**src/rtl/alu_issue_stage.sv**
```systemverilog
// alu_issue_stage
//   Decode/issue pipeline register between register-file read and the ALU.
//   Captures an instruction, its PC and its rs1/rs2 read data, builds the
//   immediate for the opcode class and registers the ALU operand pair with
//   the control fields that the execute stage needs. There is one output
//   slot, a valid/ready handshake on each side, a flush input, and optional
//   forwarding from writeback.
//
//   Optional feature macro: ALU_ISSUE_FWD_EN
//     defined   : writeback data (fwd_*) overrides rs1/rs2 read data at capture
//     undefined : fwd_* ports are present but ignored
//
// Ports
//   clk, rst                synchronous active-high reset
//   in_valid / in_ready     upstream handshake (in_ready is combinational)
//   in_inst, in_pc          instruction word and its PC
//   rs1_data, rs2_data      register-file read data for inst[19:15] / inst[24:20]
//   flush                   kill held and incoming instruction
//   fwd_we, fwd_rd, fwd_data  writeback port used for forwarding
//   out_valid / out_ready   downstream handshake
//   alu1_data, alu2_data    ALU operands A and B
//   funct3, funct5, bit30   inst[14:12], inst[6:2], inst[30]
//   out_rd                  inst[11:7]
//   out_store               rs2 value (store data / branch compare)
//   out_pc                  PC of the held instruction
//   out_illegal             opcode class is not one this stage issues

module alu_issue_stage #(
  parameter logic [31:0] RESET_PC = 32'h0000_0000
) (
  input  logic        clk,
  input  logic        rst,
  input  logic        in_valid,
  output logic        in_ready,
  input  logic [31:0] in_inst,
  input  logic [31:0] in_pc,
  input  logic [31:0] rs1_data,
  input  logic [31:0] rs2_data,
  input  logic        flush,
  input  logic        fwd_we,
  input  logic [4:0]  fwd_rd,
  input  logic [31:0] fwd_data,
  output logic        out_valid,
  input  logic        out_ready,
  output logic [31:0] alu1_data,
  output logic [31:0] alu2_data,
  output logic [2:0]  funct3,
  output logic [4:0]  funct5,
  output logic        bit30,
  output logic [4:0]  out_rd,
  output logic [31:0] out_store,
  output logic [31:0] out_pc,
  output logic        out_illegal
);

  localparam logic [4:0] OPC_LOAD   = 5'b00000;
  localparam logic [4:0] OPC_OPIMM  = 5'b00100;
  localparam logic [4:0] OPC_AUIPC  = 5'b00101;
  localparam logic [4:0] OPC_STORE  = 5'b01000;
  localparam logic [4:0] OPC_OP     = 5'b01100;
  localparam logic [4:0] OPC_LUI    = 5'b01101;
  localparam logic [4:0] OPC_BRANCH = 5'b11000;
  localparam logic [4:0] OPC_JALR   = 5'b11001;
  localparam logic [4:0] OPC_JAL    = 5'b11011;

  logic        r_valid;
  logic [31:0] r_alu1;
  logic [31:0] r_alu2;
  logic [2:0]  r_funct3;
  logic [4:0]  r_funct5;
  logic        r_bit30;
  logic [4:0]  r_rd;
  logic [31:0] r_store;
  logic [31:0] r_pc;
  logic        r_illegal;

  logic [4:0]  w_opc;
  logic [4:0]  w_rs1_idx;
  logic [4:0]  w_rs2_idx;
  logic [31:0] w_rs1_val;
  logic [31:0] w_rs2_val;
  logic [31:0] w_imm_i;
  logic [31:0] w_imm_s;
  logic [31:0] w_imm_b;
  logic [31:0] w_imm_u;
  logic [31:0] w_imm_j;
  logic [31:0] w_alu1;
  logic [31:0] w_alu2;
  logic        w_illegal;
  logic        w_capture;

  assign w_opc     = in_inst[6:2];
  assign w_rs1_idx = in_inst[19:15];
  assign w_rs2_idx = in_inst[24:20];

  // Instruction length bits are not checked here.
  logic w_unused_inst;
  assign w_unused_inst = ^in_inst[1:0];

`ifdef ALU_ISSUE_FWD_EN
  // x0 is never forwarded: a writeback to x0 must not mask the constant zero.
  assign w_rs1_val = (fwd_we && (fwd_rd != 5'd0) && (fwd_rd == w_rs1_idx)) ? fwd_data : rs1_data;
  assign w_rs2_val = (fwd_we && (fwd_rd != 5'd0) && (fwd_rd == w_rs2_idx)) ? fwd_data : rs2_data;
`else
  assign w_rs1_val = rs1_data;
  assign w_rs2_val = rs2_data;

  logic w_unused_fwd;
  assign w_unused_fwd = ^{fwd_we, fwd_rd, fwd_data, w_rs1_idx, w_rs2_idx};
`endif

  assign w_imm_i = {{20{in_inst[31]}}, in_inst[31:20]};
  assign w_imm_s = {{20{in_inst[31]}}, in_inst[31:25], in_inst[11:7]};
  assign w_imm_b = {{19{in_inst[31]}}, in_inst[31], in_inst[7], in_inst[30:25],
                    in_inst[11:8], 1'b0};
  assign w_imm_u = {in_inst[31:12], 12'b0};
  assign w_imm_j = {{11{in_inst[31]}}, in_inst[31], in_inst[19:12], in_inst[20],
                    in_inst[30:21], 1'b0};

  always_comb begin
    w_alu1    = 32'd0;
    w_alu2    = 32'd0;
    w_illegal = 1'b0;
    case (w_opc)
      OPC_OP: begin
        w_alu1 = w_rs1_val;
        w_alu2 = w_rs2_val;
      end
      OPC_OPIMM, OPC_LOAD, OPC_JALR: begin
        w_alu1 = w_rs1_val;
        w_alu2 = w_imm_i;
      end
      OPC_STORE: begin
        w_alu1 = w_rs1_val;
        w_alu2 = w_imm_s;
      end
      OPC_BRANCH: begin
        w_alu1 = in_pc;
        w_alu2 = w_imm_b;
      end
      OPC_JAL: begin
        w_alu1 = in_pc;
        w_alu2 = w_imm_j;
      end
      OPC_LUI: begin
        w_alu1 = 32'd0;
        w_alu2 = w_imm_u;
      end
      OPC_AUIPC: begin
        w_alu1 = in_pc;
        w_alu2 = w_imm_u;
      end
      default: begin
        w_illegal = 1'b1;
      end
    endcase
  end

  // Single slot, no skid: accept when empty or when the held entry leaves now.
  assign in_ready  = ~r_valid | out_ready;
  assign w_capture = in_valid & in_ready & ~flush;

  always_ff @(posedge clk) begin
    if (rst) begin
      r_valid   <= 1'b0;
      r_alu1    <= 32'd0;
      r_alu2    <= 32'd0;
      r_funct3  <= 3'd0;
      r_funct5  <= 5'd0;
      r_bit30   <= 1'b0;
      r_rd      <= 5'd0;
      r_store   <= 32'd0;
      r_pc      <= RESET_PC;
      r_illegal <= 1'b0;
    end else if (flush) begin
      r_valid <= 1'b0;
    end else if (w_capture) begin
      r_valid   <= 1'b1;
      r_alu1    <= w_alu1;
      r_alu2    <= w_alu2;
      r_funct3  <= in_inst[14:12];
      r_funct5  <= w_opc;
      r_bit30   <= in_inst[30];
      r_rd      <= in_inst[11:7];
      r_store   <= w_rs2_val;
      r_pc      <= in_pc;
      r_illegal <= w_illegal;
    end else if (out_ready) begin
      // Data fields keep their last value; only the valid flag drops.
      r_valid <= 1'b0;
    end
  end

  assign out_valid   = r_valid;
  assign alu1_data   = r_alu1;
  assign alu2_data   = r_alu2;
  assign funct3      = r_funct3;
  assign funct5      = r_funct5;
  assign bit30       = r_bit30;
  assign out_rd      = r_rd;
  assign out_store   = r_store;
  assign out_pc      = r_pc;
  assign out_illegal = r_illegal;

endmodule

```
**config.mk**
```make
export PLATFORM = sky130hd
export DESIGN_NAME = alu_issue_stage
export DESIGN_NICKNAME = d
export VERILOG_FILES = /design/src/rtl/alu_issue_stage.sv
export SDC_FILE = /design/constraint.sdc
export NUM_CORES = 1
export LEC_CHECK = 0
export BUFFER_PORTS_ARGS = -buffer_cell sky130_fd_sc_hd__buf_2
export CAP_MARGIN = 30
export CORE_MARGIN = 3
export CORE_UTILIZATION = 40
export CTS_BUF_LIST = sky130_fd_sc_hd__clkbuf_4
export CTS_CLUSTER_SIZE = 16
export DETAILED_ROUTE_END_ITERATION = 8
export PLACE_DENSITY = 0.72
export SYNTH_ARGS = -nofsm -noshare
export SYNTH_HDL_FRONTEND = slang
export SYNTH_SLANG_ARGS = --single-unit
export TNS_END_PERCENT = 5
```
**constraint.sdc**
```tcl
create_clock -name clk -period 1.7 [get_ports clk]
set_input_delay 0.34 -clock clk [delete_from_list [all_inputs] [get_ports clk]]
set_output_delay 0.34 -clock clk [all_outputs]
set_load 0.01 [all_outputs]
```
=== Word-level counts from Yosys, hierarchy flattened ===
Cells that the tools add are included.

* Bitwise operators: 5
* Reductions and logical operators: 9
* Equal/unequal tests: 8
* Multiplexer cells: 5

{| class="wikitable"
|+ Operator list
! operator !! count
|-
| one-hot mux 32 bit (6 select lines) || 1
|-
| one-hot mux 32 bit (2 select lines) || 1
|-
| equality test 5 x 4 -> 1 bit, second input constant || 3
|-
| equality test 5 bit, second input constant || 3
|-
| equality test 5 x 3 -> 1 bit, second input constant || 2
|-
| OR reduction 9 bit || 1
|-
| OR reduction 3 bit || 2
|-
| logical NOT 5 bit || 1
|-
| OR reduction 5 bit || 1
|-
| OR reduction 2 bit || 2
|-
| 2-to-1 mux 1 bit || 3
|-
| AND 1 bit || 2
|-
| inverter 1 bit || 2
|-
| AND reduction 2 bit || 1
|-
| nonzero test 2 bit || 1
|-
| OR 1 bit || 1
|}

* Input port bits: 171
* Logic and storage cells: 37
* Output and inout bits: 145
* Register bits after elaboration: 144

=== Logic depth before layout (Yosys ltp) ===
* Word-level depth: 5
* Mapped depth: 7
* Depth with buffers taken out: 4

=== Least setup slack after synthesis ===
No wires, ideal clock.

* Path type: input to register
* Start point: input port in_inst[5]
* End point: register r_alu1[5], in the netlist alu1_data[5]
* Data arrival time: 1383 ps
* Setup time: 133 ps
* Path buffers: 2
* Stages on the path: 6
* Slack: 184 ps
* Cell sequence: buf_4 > and3b_1 > a32o_2 > buf_6 > a221oi_2 > nor3_1

* Cells in the longest elaborated chain, start to end: 3
* Elaborated cells on any way between the ends: 11

{| class="wikitable"
|+ RTL lines
! what !! line !! RTL
|-
| from (decl) || 35 || <nowiki>input logic [31:0] in_inst,</nowiki>
|-
| equality test 5 x 4 -> 1 bit, or another cell as far along || 124 || <nowiki>case (w_opc)</nowiki>
|-
| OR reduction 5 bit (no source line) / OR reduction 3 bit (equally long branches) || n/a ||
|-
| one-hot mux 32 bit (2 select lines) (*) || 124 ||
|-
| to (signal assigned) || 179 || <nowiki>r_alu1 <= w_alu1;</nowiki>
|-
| to (decl) || 67 || <nowiki>logic [31:0] r_alu1;</nowiki>
|}

Every way passes the cells marked *; elsewhere a longest branch is shown, timed or not.
A chain may end at the register's enable or synchronous reset.

=== Worst setup path after layout ===
* Start point: input port flush
* End point: register r_alu2[1], in the netlist alu2_data[1]

* Cells in the longest elaborated chain, start to end: 3

{| class="wikitable"
|+ RTL lines
! what !! line !! RTL
|-
| from (decl) || 39 || <nowiki>input logic flush,</nowiki>
|-
| inverter 1 bit (no source line) (*) || n/a ||
|-
| AND 1 bit || 161 || <nowiki>assign w_capture = in_valid & in_ready & ~flush;</nowiki>
|-
| AND reduction 2 bit (no source line) (*) || n/a ||
|-
| to (signal assigned) || 180 || <nowiki>r_alu2 <= w_alu2;</nowiki>
|-
| to (decl) || 68 || <nowiki>logic [31:0] r_alu2;</nowiki>
|}

Marked as above.

==> reports/metrics.yaml <==
cp-start-kind: "input port"
cap_violations: 0
synth_top_area_cell: "dfxtp_1"
path_buf_inv: 4
clock_latency_ns: 0.57
grt_first_pass_wirelength_um: 34060
path_class: "in -> reg"
drt_pass1_iterations: 6
drive_gt1_share_pct: 41.33
fin_crit_ns: 1.598
io_pins: 316
synth_edf_count: 0
drt-total-wl_um: 21510
postSynth.asyncResetShare_pct: 0
ctsRootBufferMaster: "clkbuf_4"
final_cell_area_um2: 9215
synth_nets: 866
power_mw: 7.490
crit_family: "buffers and inverters"
synth_area_leaders: "dfxtp_1 46%, nand2_1 12%, a221oi_2 11%"
yosys.area.top_type_share_pct: 45.96
finClkSkew_ns: 0.01763
clock_path_buffers: 2
worstHoldPathType: "in -> reg"
track_usage_pct: 24.22
hold_viol_final: 0
max_slew_margin_pct: 39.83
core-area_um2: 15260
antenna_found_initial: 3
die_h_um: 131.2
drt_iter0_drc: 408
postRouteAntennaNets: 0
min-delay-start: "rs2_data[12]"
start_util_pct: 41.11
ir_drop_mv: 0.5237
netlist_top_cells_count: "198 x nand2_1, 144 x dfxtp_1, 82 x a21oi_1, 45 x a221oi_2, 35 x nor2_1"
dieArea_um2: 17220
rows: 45
synth-seq-cells: 144
syn2layout_area_growth_pct: 46.92
endpoint_kind: "flop"
cp_data_arrival_time_ns: 2.04
num_vias: 6679
port_buffers: 275
whs_ns: 0.05495
leakage_nw: 4.036
synthCells: 695
synth.distinct_cells: 52
htreeDepth: 4
tightest_slew_ns: 0.8986
final_nets: 1225
cp_slowest_cell: "dlygate4sd3_1"
drc_errors: 0
slowest_delay_ns: 0.55
synthFlopType: "dfxtp_1"
wl_per_cell_um: 16.81
vias_per_cell: 5.222
syn_area_um2: 6272
ff2ff_path_depth: 4
numCtsBuffers: 17
dpl.hpwl_um: 14590
finalMaxSlewViolations: 0
die_x_um: 131.2
reg2reg_to: "out_valid$_SDFFE_PP0P_"
numClockSinks: 144
crit_chain: "dlygate4sd3_1, buf_2, nor2b_1, buf_4, nand2_4, buf_12, a222oi_1, a221oi_2"
placed_area_um2: 8065
grt_pass1_vias: 6453
syn_avg_cell_area_um2: 9.025
post-synth-top-count-cell: "nand2_1"
crit_required_ns: 2.15
overflow: 0
setup_viol: 0
clk_pin_slew_ns: 0.13
grt_max_degree: 71
yosysWarningCount: 0
rrSetupSlack_ns: 0.18
status: "complete, no violations"
worst_r2r_startpoint: "out_valid$_SDFFE_PP0P_"
fmax_mhz: 625.8
min_to: "out_store[12]$_SDFFE_PP0P_"
synth-seq-area-share_pct: 45.96
rsz0062_at_grt: "false"
whs_path_depth: 3
critPathMaxFanout: 26
cts_tree: "done"
fill_cells: 1320
finalCritPeriodShare_pct: 94.00
gp_congestion: 0.7997
p_per_area_nw_per_um2: 812.8
-- worst max path at each step --
| stage | startpoint | endpoint | slack (ns) | depth (start not counted) |
|---|---|---|---|---|
| floorplan | in_inst[5] | alu1_data[5]$_SDFFE_PP0P_ | 0.18 | 6 |
| global placement | in_inst[6] | alu2_data[31]$_SDFFE_PP0P_ | -0.26 | 6 |
| detailed placement | in_inst[6] | alu2_data[31]$_SDFFE_PP0P_ | -0.32 | 6 |
| CTS | out_valid$_SDFFE_PP0P_ | in_ready | 0.03 | 2 |
| global route | out_valid$_SDFFE_PP0P_ | in_ready | 0.02 | 2 |
| finish | flush | alu2_data[1]$_SDFFE_PP0P_ | 0.10 | 8 |
-- power by group --
group	leakage (nW)	internal, mW	switching [mW]
Combinational	2.69	0.612	0.722
Sequential	1.18	3.52	0.0721
Clock	0.169	1.18	1.38
-- final cells by class --
class | count | area, um2 | area share, %
sequential | 144 | 2883 | 31.28
clock inverter | 15 | 206.4 | 2.240
tap | 211 | 264.0 | 2.865
inverter | 3 | 13.76 | 0.1494
timing repair buffer | 403 | 2693 | 29.22
multi-input combinational | 485 | 3025 | 32.83
clock buffer | 17 | 127.6 | 1.385
antenna | 1 | 2.502 | 0.02716
-- cells by family (layout without fill, tap and decap cells) --
family / count (synthesis) / after routing / synth area share [%]
AOI/OAI and AO/OA: 188 / 188 / 26.53
xor gates and xnor gates: 1 / 1 / 0.1397
buffers and inverters: 66 / 438 / 6.064
DFF: 144 / 144 / 45.96
muxes: 1 / 1 / 0.1795
other: 0 / 1 / 0
and+or+nand+nor: 295 / 295 / 21.13
-- tightest hold or removal path: stages --
cell and delay (ns):
buf_2 0.11, nand2_1 0.06, a21oi_1 0.06
-- cells in the final DEF, fill, tap and decap left out, types with 2 or more instances in the layout --
master           n
nor2_1          35
bufinv_16        4
clkinv_4         2
inv_6            3
a221oi_2        45
nor2b_1          3
nand2_1        197
o21ai_1          7
dfxtp_1        144
a22oi_1          6
a221oi_1        12
buf_2          274
a222oi_1        15
clkbuf_4        17
nand2_2          5
nor4_4           2
nand2b_1         3
buf_12          13
a21oi_1         81
dlygate4sd3_1   76
a211oi_1         2
clkinvlp_4       3
a22oi_2          8
buf_4           40
nor3_1          33
-- timing repair --
action,4_1_cts,5_1_grt
endpoints found under the setup margin,1,1
hold buffers,76,0
pin swaps,0,0
buffers inserted,0,5
endpoints found under the hold margin,78,0
gates resized for setup,1,0
-- state kept, by name (all words and copies together) (netlist names) --
name,count
out_rd,5
out_illegal,1
out_valid,1
funct3,3
bit30,1
alu2_data,32
funct5,5
alu1_data,32
out_pc,32
out_store,32
-- layer usage --
layer | global-route usage (%) | up-vias | wire (um)
met1 | 29.00 | 3116 | 8730
met4 | 8.751 | 4 | 570
met2 | 40.12 | 306 | 10280
li1 | - | 3200 | -
met3 | 8.767 | 53 | 1908
met5 | 0 | - | 21
-- stage by stage --
stage                     instances  setup TNS [ns]  util [%]  setup WS, ns
after global routing           1279               0     60.39       0.01861
after floorplan                 695               0         -        0.1842
final                          1279               0     60.39        0.1019
after global placement         1165          -6.214     52.86       -0.2560
after CTS                      1273               0     60.05       0.03187
after detailed placement       1165          -7.124     52.86       -0.3199
No activity file was read; power rests on OpenSTA's default activity.
